File: config.mk
export PLATFORM = sky130hd
export DESIGN_NAME = pc_trace_buffer
export DESIGN_NICKNAME = d
export VERILOG_FILES = /design/src/rtl/pc_trace_buffer.sv
export SDC_FILE = /design/constraint.sdc
export NUM_CORES = 1
export LEC_CHECK = 0
export CAP_MARGIN = 20
export CELL_PAD_IN_SITES_DETAIL_PLACEMENT = 0
export CELL_PAD_IN_SITES_GLOBAL_PLACEMENT = 1
export CORE_MARGIN = 2
export CORE_UTILIZATION = 50
export DETAILED_ROUTE_END_ITERATION = 7
export PLACE_DENSITY = 0.79
export RECOVER_POWER = 25
export SYNTH_ARGS = -nofsm -noshare
export SYNTH_HDL_FRONTEND = slang
export SYNTH_SLANG_ARGS = --single-unit
File: constraint.sdc
create_clock -name clk -period 9.5 [get_ports clk]
set_clock_uncertainty 0.05 [all_clocks]
set_input_delay 2.375 -clock clk [delete_from_list [all_inputs] [get_ports clk]]
set_output_delay 2.375 -clock clk [all_outputs]
set_load 0.01 [all_outputs]
File: src/rtl/pc_trace_buffer.sv
// pc_trace_buffer: records control-flow discontinuities of a CPU program counter.
// Each cycle the incoming PC is compared with the previous PC + 4. When they differ
// while capture is running, the pair {from_pc, to_pc} is pushed into a
// first-word-fall-through FIFO. The consumer drains it through a valid/ready port.
// A small FSM (IDLE/RUN/FROZEN) gates capture. Overflow can either drop entries and
// keep running, or freeze capture at the first drop.
module pc_trace_buffer #(
  parameter int DEPTH        = 16,   // power of two, >= 2
  parameter bit STOP_ON_FULL = 1'b0
) (
  input  logic                     clk,
  input  logic                     rst,       // asynchronous, active-low
  input  logic [31:0]              pc_in,
  input  logic                     arm,
  input  logic                     rd_ready,
  output logic                     rd_valid,
  output logic [63:0]              rd_data,
  output logic [$clog2(DEPTH):0]   count,
  output logic                     overflow,
  output logic [7:0]               drop_cnt,
  output logic [1:0]               state
);

  localparam int AW = $clog2(DEPTH);
  localparam int CW = AW + 1;
  localparam logic [CW-1:0] FULL_CNT = CW'(DEPTH);

  typedef enum logic [1:0] {
    S_IDLE   = 2'd0,
    S_RUN    = 2'd1,
    S_FROZEN = 2'd2
  } state_t;

  state_t          r_state;
  logic [31:0]     r_prev_pc;
  logic            r_have_prev;
  logic [AW-1:0]   r_wr_ptr;
  logic [AW-1:0]   r_rd_ptr;
  logic [CW-1:0]   r_count;
  logic            r_overflow;
  logic [7:0]      r_drop_cnt;
  logic [63:0]     r_mem [DEPTH];

  logic [31:0]     w_seq_pc;
  logic            w_disc;
  logic            w_full;
  logic            w_empty;
  logic            w_pop;
  logic            w_push;
  logic            w_drop;

  // The sequential successor wraps naturally at 2^32 because the sum is 32 bits wide.
  assign w_seq_pc = r_prev_pc + 32'd4;
  assign w_disc   = (r_state == S_RUN) && r_have_prev && (pc_in != w_seq_pc);

  // Full and empty come from the occupancy count, so the pointers never need an extra wrap bit.
  assign w_full   = (r_count == FULL_CNT);
  assign w_empty  = (r_count == '0);

  // A pop frees a slot in the same cycle, so a jump arriving while full is still accepted.
  assign w_pop    = !w_empty && rd_ready;
  assign w_push   = w_disc && (!w_full || w_pop);
  assign w_drop   = w_disc && w_full && !w_pop;

  assign rd_valid = !w_empty;
  assign rd_data  = r_mem[r_rd_ptr];
  assign count    = r_count;
  assign overflow = r_overflow;
  assign drop_cnt = r_drop_cnt;
  assign state    = r_state;

  // Capture FSM plus the sticky overflow flag and drop counter it clears on arm rise.
  // NOTE: sequential state uses non-blocking (<=) so every register sees pre-edge values.
  always_ff @(posedge clk or negedge rst) begin
    if (!rst) begin
      r_state     <= S_IDLE;
      r_have_prev <= 1'b0;
      r_overflow  <= 1'b0;
      r_drop_cnt  <= 8'd0;
    end else begin
      // have_prev goes high one edge after RUN is entered and is cleared by any IDLE cycle.
      r_have_prev <= (r_state == S_RUN);
      case (r_state)
        S_IDLE: begin
          if (arm) begin
            r_state    <= S_RUN;
            r_overflow <= 1'b0;
            r_drop_cnt <= 8'd0;
          end
        end
        S_RUN: begin
          if (w_drop) begin
            r_overflow <= 1'b1;
            if (r_drop_cnt != 8'hFF) r_drop_cnt <= r_drop_cnt + 8'd1;
          end
          if (!arm)                        r_state <= S_IDLE;
          else if (w_drop && STOP_ON_FULL) r_state <= S_FROZEN;
        end
        S_FROZEN: begin
          if (!arm) r_state <= S_IDLE;
        end
        default: r_state <= S_IDLE;
      endcase
    end
  end

  // Previous-PC register, sampled every cycle regardless of FSM state.
  always_ff @(posedge clk or negedge rst) begin
    if (!rst) r_prev_pc <= 32'd0;
    else      r_prev_pc <= pc_in;
  end

  // FIFO pointers and occupancy; reset discards every stored entry.
  always_ff @(posedge clk or negedge rst) begin
    if (!rst) begin
      r_wr_ptr <= '0;
      r_rd_ptr <= '0;
      r_count  <= '0;
    end else begin
      if (w_push) r_wr_ptr <= r_wr_ptr + AW'(1);
      if (w_pop)  r_rd_ptr <= r_rd_ptr + AW'(1);
      case ({w_push, w_pop})
        2'b10:   r_count <= r_count + CW'(1);
        2'b01:   r_count <= r_count - CW'(1);
        default: r_count <= r_count;
      endcase
    end
  end

  // Entry storage, written with {from_pc, to_pc} on every accepted push.
  // NOTE: the array has no reset; empty slots are never observable because rd_valid derives from count.
  always_ff @(posedge clk) begin
    if (w_push) r_mem[r_wr_ptr] <= {r_prev_pc, pc_in};
  end

endmodule

==> results of run 1 <==
[cells in the mapped netlist, types with 3 or more instances]
master and n:
nand3b_1 4, and4bb_2 3, o21ai_0 17, and4_1 8, and2_1 5, nor3_1 3
buf_1 30, or4_1 6, mux4_2 320, and4b_1 10, mux2i_1 4, nor4_1 5
nor2b_1 3, o31ai_1 5, nor3b_1 3, a31oi_1 7, or3_1 5, edfxtp_1 1024
a211oi_1 3, and3_1 8, nor2_1 11, nand4_1 9, dfrtp_1 56, inv_1 14
nand3_1 13, xor2_1 15, clkbuf_1 46, nand2_1 22, a21oi_1 9, ha_1 11
xnor2_1 29
[worst max-delay path, cell delays in order]
cell             delay, ps
clkdlybuf4s50_1        460
clkbuf_1               570
xor2_1                 230
a211oi_1               440
o21ai_0                150
or4_1                  470
nor4b_2                470
nand4_2                340
a31oi_1                580
ha_1                   380
nor2b_1                150
o21ai_0                190
nand2b_1               110
a311oi_1               260
a31oi_1                 80
xnor2_1                140
[power groups by stage]
stage	Clock [mW]	Combinational [mW]	Sequential [mW]
floorplan	0	2.61	5.79
finish	4.10	3.88	5.93
CTS	4.17	3.95	5.95
global route	4.36	4.11	5.98
detailed placement	0	3.93	6.04
global placement	0	3.91	6.01
[layer usage]
metal / part of all wire (%) / up-vias
met5: 0.014 / -
met4: 2.1 / 2
met3: 6.4 / 124
met2: 50 / 754
li1: - / 7904
met1: 41 / 10400
[cell families after synthesis]
family                     after synthesis  share of synthesized area, %
and+or+nand+nor                        136                          2.19
adders and majority gates               12                         0.378
buffers and inverters                   96                         0.904
other                                    1                       0.00900
DFF                                   1080                          77.2
xor gates and xnor gates                44                         0.925
AOI/OAI and AO/OA                       58                         0.946
muxes                                  326                          17.5
[layout make-up]
cell class / instances / area [um2]
fill: 5705 / 34500
sequential: 1080 / 32200
multi-input combinational: 577 / 9200
clock buffer: 132 / 2840
timing repair buffer: 153 / 1550
tap: 1070 / 1340
clock inverter: 62 / 568
inverter: 14 / 52.6
[layout by cell type (no fill, tap or decap), types with 9 or more instances in the layout]
cell / n
nand2_1: 22
ha_1: 11
clkinv_2: 11
buf_4: 23
clkbuf_1: 26
clkdlybuf4s50_1: 114
mux4_2: 320
nor2_1: 11
dfrtp_1: 52
inv_1: 14
xor2_1: 15
edfxtp_1: 1024
o21ai_0: 17
clkinv_1: 34
bufinv_16: 10
nand3_1: 13
xnor2_1: 29
a21oi_1: 9
nand4_1: 9
clkbuf_16: 109
[through the flow]
step,setup slack (ps),total power [mW],util [%],instances
after global routing,2300,14.5,58.0,3088
after detailed placement,2130,9.97,53.7,2888
final,2590,13.9,58.0,3088
after global placement,2270,9.92,53.7,2888
after CTS,2820,14.1,57.9,3082
after floorplan,1340,8.41,-,1753
[flip-flops by register name, summed over array words and instances, names as in the netlist, 4 cells and up]
signal / flops
count: 5
drop_cnt: 8
r_rd_ptr: 4
r_prev_pc: 32
r_wr_ptr: 4
r_mem: 1024
[worst max-delay path by stage]
stage / from / to / slack (ps) / cells past startpoint
finish: pc_in[3] / count[4]$_DFFE_PN0P_ / 2590 / 16
global route: pc_in[3] / count[4]$_DFFE_PN0P_ / 2300 / 16
CTS: pc_in[22] / count[4]$_DFFE_PN0P_ / 2820 / 15
detailed placement: pc_in[22] / count[4]$_DFFE_PN0P_ / 2130 / 15
global placement: pc_in[22] / count[4]$_DFFE_PN0P_ / 2270 / 15
floorplan: pc_in[21] / r_mem[3][0]$_DFFE_PP_ / 1340 / 8
==> metrics.md, run 1 <==
| Metric | Value |
|---|---|
| Status | complete, but fails checks |
| Failing checks | capacitance limit, slew limit |
| First-pass GRT wire length | 134,000 um |
| Core Box Area | 82,200 um2 |
| Smallest hold slack | 505 ps |
| Vias in the first global route | 20,000 |
| Pwr dens | 292 nW/um2 |
| 1st-iter DRT viols | 2,071 |
| Post-route DRC | 0 |
| Final setup viols | 0 |
| Routed WL | 89,900 um |
| Hold Fails Final Rpt | 0 |
| Max clock buf depth | 3 |
| FF-to-FF Start | r_prev_pc[2]$_DFF_PN0_ |
| M1 GR Usage | 30.2% |
| Die ar. | 85,600 um2 |
| Grt peak-use layer | met2 |
| Critical path capture point type | flip-flop |
| Switching power | 3.83 mW |
| Die height | 293 um |
| CTS tree | built |
| Maximum net fanout on the critical path | 18 |
| FF-to-FF path depth | 16 |
| Cell Area, Synth | 41,700 um2 |
| Clock network power share | 29.5% |
| Placed cell area | 44,200 um2 |
| GR Util met3 | 3.63% |
| Crit share post-route | 72.8% |
| Critical path data required time | 9990 ps |
| RD Place Congestion | 0.822 |
| Worst IR Drop VDD | 208 uV |
| Top_reg_cell synth | edfxtp_1 |
| Number of flops mapped to enable cells by yosys | 1,024 |
| First-pass DRT Iterations | 5 |
| Clock Sinks | 1,080 |
| GRT overflow | 0 |
| Worst hold stages | 1 |
| Die width | 293 um |
| Clock transition at path regs | 60 ps |
| Critical Path AT | 7400 ps |
| Asr flop ratio synth | 5.19% |
| Switching share of power | 27.5% |
| Int Pwr | 10.1 mW |
| Logic pwr share | 27.9% |
| Hold Path Class | flip-flop to flip-flop |
| Time the worst path needs with I/O delays and setup | 6910 ps |
| Layout area overhead | 14.5% |
| Post-cts resize count | 0 |
| CP Launch Type | input port |
| Max-Cap Viols | 1 |
| I/O pins | 117 |
| Mapped Avg Cell Area | 23.8 um2 |
| Sequential power share | 42.6% |
| Slew HR | -126% |
| Slew Limit Fails | 57 |
| Initial antenna violation count | 1 |
| FF-to-FF setup slack | 3640 ps |
| Cells after Synth | 1,753 |
| Root Buffer | clkbuf_16 |
| Actual slew at the worst max-slew pin | 3390 ps |
| Initial Utilization | 50.7% |
| Fmax | 145 MHz |
| Num CTS Buffers | 106 |
| Hold_buf cts | 0 |
| Met2 usage | 35.1% |
| Routed vias | 19,200 |
| Pleak | 15.0 nW |
| Capturing point of the worst reg2reg path | count[4]$_DFFE_PN0P_ |
| Vias per std cell | 6.22 |
| Top-area cell type share of the netlist area | 73.8% |
| Setup TNS | 0 ps |
| Register area share after synthesis | 77.2% |
| Post-synthesis register bit count | 1,080 |
| RSZ-0062 raised after global routing | no |
| Post-CTS Setup Repair Bufs | 0 |
| Post-DRT Antenna Nets | 0 |
| GRT Total Usage | 21.5% |
| Core Rows | 105 |
| Crit Path Class | input port to flip-flop |
| Nets | 1,980 |
| Post-route cell area | 47,700 um2 |
| Worst hold endpoint | drop_cnt[5]$_DFFE_PN0P_ |
| Synth cell types | 65 |
| Min-delay src | drop_cnt[5]$_DFFE_PN0P_ |
| CTS H-tree lvls | 3 |
| I/O Buffers | 115 |
| Top cells by area, synth | edfxtp_1 (74%), mux4_2 (17%), dfrtp_1 (3.4%) |
| DP HPWL | 46,100 um |
| Mapped Nets | 1,801 |
| Clock Latency Late Sink | 660 ps |
| ANT cells | 0 |
| Largest net degree at the start of global routing | 137 |
| Layout cells sized above 1 | 26.1% |
| Synth area leader | edfxtp_1 |
| Synth warnings | 0 |
| Post-DR wirelength/cell | 29.1 um |
(Power assumes the default switching activity.)
==> run 2: changes to the inputs <==
CORE_UTILIZATION = 55   (was 50)
PLACE_DENSITY = 0.82   (was 0.79)
clock period = 6.68 ns   (was 9.5 ns; I/O delays follow)
==> metrics.md, run 2 (synthesis results as in run 1) <==
| Metric | Value |
|---|---|
| Critical Path AT | 6190 ps |
| FF-to-FF setup slack | 760 ps |
| FF-to-FF path depth | 10 |
| Maximum net fanout on the critical path | 34 |
| Hold Fails Final Rpt | 0 |
| Worst path top cell family by delay | simple AND/OR/NAND/NOR gates |
| Die width | 279 um |
| Max-Cap Viols | 1 |
| Layout area overhead | 14.6% |
| CTS tree | built |
| Slew HR | -139% |
| First-pass GRT wire length | 138,000 um |
| Hold Path Class | flip-flop to flip-flop |
| Largest net degree at the start of global routing | 65 |
| Initial antenna violation count | 1 |
| Final setup viols | 0 |
| Met2 wire len | 47,700 um |
| Initial Utilization | 55.8% |
| Routed WL | 93,400 um |
| CP max stage delay | 910 ps |
| Commonest cells after routing, fill and taps aside | edfxtp_1 (1,024), mux4_2 (320), clkdlybuf4s50_1 (112) |
| Vias in the first global route | 20,400 |
| Setup TNS | 0 ps |
| Post-DR wirelength/cell | 30.9 um |
| Critical path capture point type | flip-flop |
| FILL cells | 4,699 |
| Post-route cell area | 47,700 um2 |
| GRT overflow | 0 |
| Placed cell area | 44,500 um2 |
| I/O Buffers | 115 |
| Layout cells sized above 1 | 27.8% |
| RSZ-0062 raised after global routing | no |
| Die height | 279 um |
| Die ar. | 78,000 um2 |
| Crit-path cells | clkbuf_1, nand4_2, or4_1, or3_1, and4b_1, or3_1, nand4_2, and4_4, and4b_4, buf_4 |
| DRT met1 WL | 37,000 um |
| I/O pins | 117 |
| Pwr dens | 412 nW/um2 |
| Post-DRT Antenna Nets | 0 |
| Capturing point of the worst reg2reg path | r_mem[6][17]$_DFFE_PP_ |
| Crit share post-route | 88.6% |
| Min-delay src | count[4]$_DFFE_PN0P_ |
| DP HPWL | 51,100 um |
| Max layer used | met5 |
| Pleak | 15.1 nW |
| Post-CTS Setup Repair Bufs | 0 |
| RD Place Congestion | 0.774 |
| 1st-iter DRT viols | 2,223 |
| Post-cts resize count | 0 |
| Core Box Area | 74,700 um2 |
| Worst hold stages | 1 |
| Time the worst path needs with I/O delays and setup | 5920 ps |
| Largest register FFs | 1,024 |
| Root Buffer | clkbuf_16 |
| FF-to-FF Start | r_prev_pc[6]$_DFF_PN0_ |
| Nets | 2,016 |
| Worst hold endpoint | count[4]$_DFFE_PN0P_ |
| Routed vias | 19,600 |
| Status | complete, but fails checks |
| Crit Path Class | flip-flop to flip-flop |
| Commonest non-fill, non-tap cell in the layout | edfxtp_1 |
| Routed length on met3 | 6610 um |
| Clock Latency Late Sink | 670 ps |
| Core Rows | 100 |
| Failing checks | capacitance limit, slew limit |
| Smallest hold slack | 493 ps |
| Worst path bufs/invs | 2 |
| Hold_buf cts | 0 |
| Slowest cell on the critical path | clkbuf_1 |
| CP Launch Type | flip-flop |
| Num CTS Buffers | 102 |
| Post-route DRC | 0 |
| Slew Limit Fails | 57 |
| Actual slew at the worst max-slew pin | 3590 ps |
| Clock Sinks | 1,080 |
| Clock transition at path regs | 60 ps |
| CTS H-tree lvls | 3 |
| GRT Total Usage | 24.6% |
| Fmax | 169 MHz |
| Pre-CTS setup slack | 250 ps |
| Worst IR Drop VDD | 233 uV |
| ANT cells | 0 |
| Max clock buf depth | 3 |
| Fin worst setup slack | 762 ps |
| Critical path data required time | 6950 ps |
| Top reg by flops | r_mem |
| Layout Utilization | 63.9% |
| First-pass DRT Iterations | 5 |
| Vias per std cell | 6.47 |
[run 2: cell types whose count changed in the layout (fill, tap and decap cells not counted), moves of 5 or more]
cell and delta:
clkinv_1 -11, buf_12 +12, clkbuf_1 +6, clkinv_2 +20, clkbuf_16 -5, buf_4 +24
[run 2: layout make-up]
cell class	count	area (um2)	area share, %
clock buffer	124	2710	5.67
clock inverter	69	504	1.06
inverter	14	52.6	0.110
multi-input combinational	577	9200	19.3
sequential	1080	32200	67.4
tap	969	1210	2.54
timing repair buffer	193	1880	3.95
[run 2: how the worst max path moves through the flow]
stage	start	to	slack, ps	cells past startpoint
6_report	r_prev_pc[6]$_DFF_PN0_	r_mem[6][17]$_DFFE_PP_	760	10
5_1_grt	r_prev_pc[6]$_DFF_PN0_	count[4]$_DFFE_PN0P_	350	15
4_1_cts	pc_in[22]	count[4]$_DFFE_PN0P_	930	15
3_5_place_dp	pc_in[22]	count[4]$_DFFE_PN0P_	250	15
3_3_place_gp	pc_in[22]	count[4]$_DFFE_PN0P_	330	15
2_1_floorplan	pc_in[21]	r_mem[3][0]$_DFFE_PP_	880	8
[run 2: routing by layer]
metal  global-route usage (%)  up-vias
li1                         -     8001
met1                     34.1    10600
met2                     40.6      848
met3                     4.46      119
met4                     6.59        4
met5                     1.13        -
[run 2: per-stage QoR]
step	cells	power (mW)
floorplan	1753	12.0
global placement	2832	14.2
detailed placement	2832	14.3
CTS	3025	19.9
global route	3026	20.4
finish	3026	19.7
[run 2: power breakdown]
group | internal, mW | switching [mW] | total (mW) | leakage [nW]
logic | 3.09 | 2.50 | 5.60 | 3.59
clock network | 3.12 | 2.44 | 5.56 | 1.59
registers | 7.95 | 0.569 | 8.52 | 9.90
total | 14.2 | 5.51 | 19.7 | 15.1
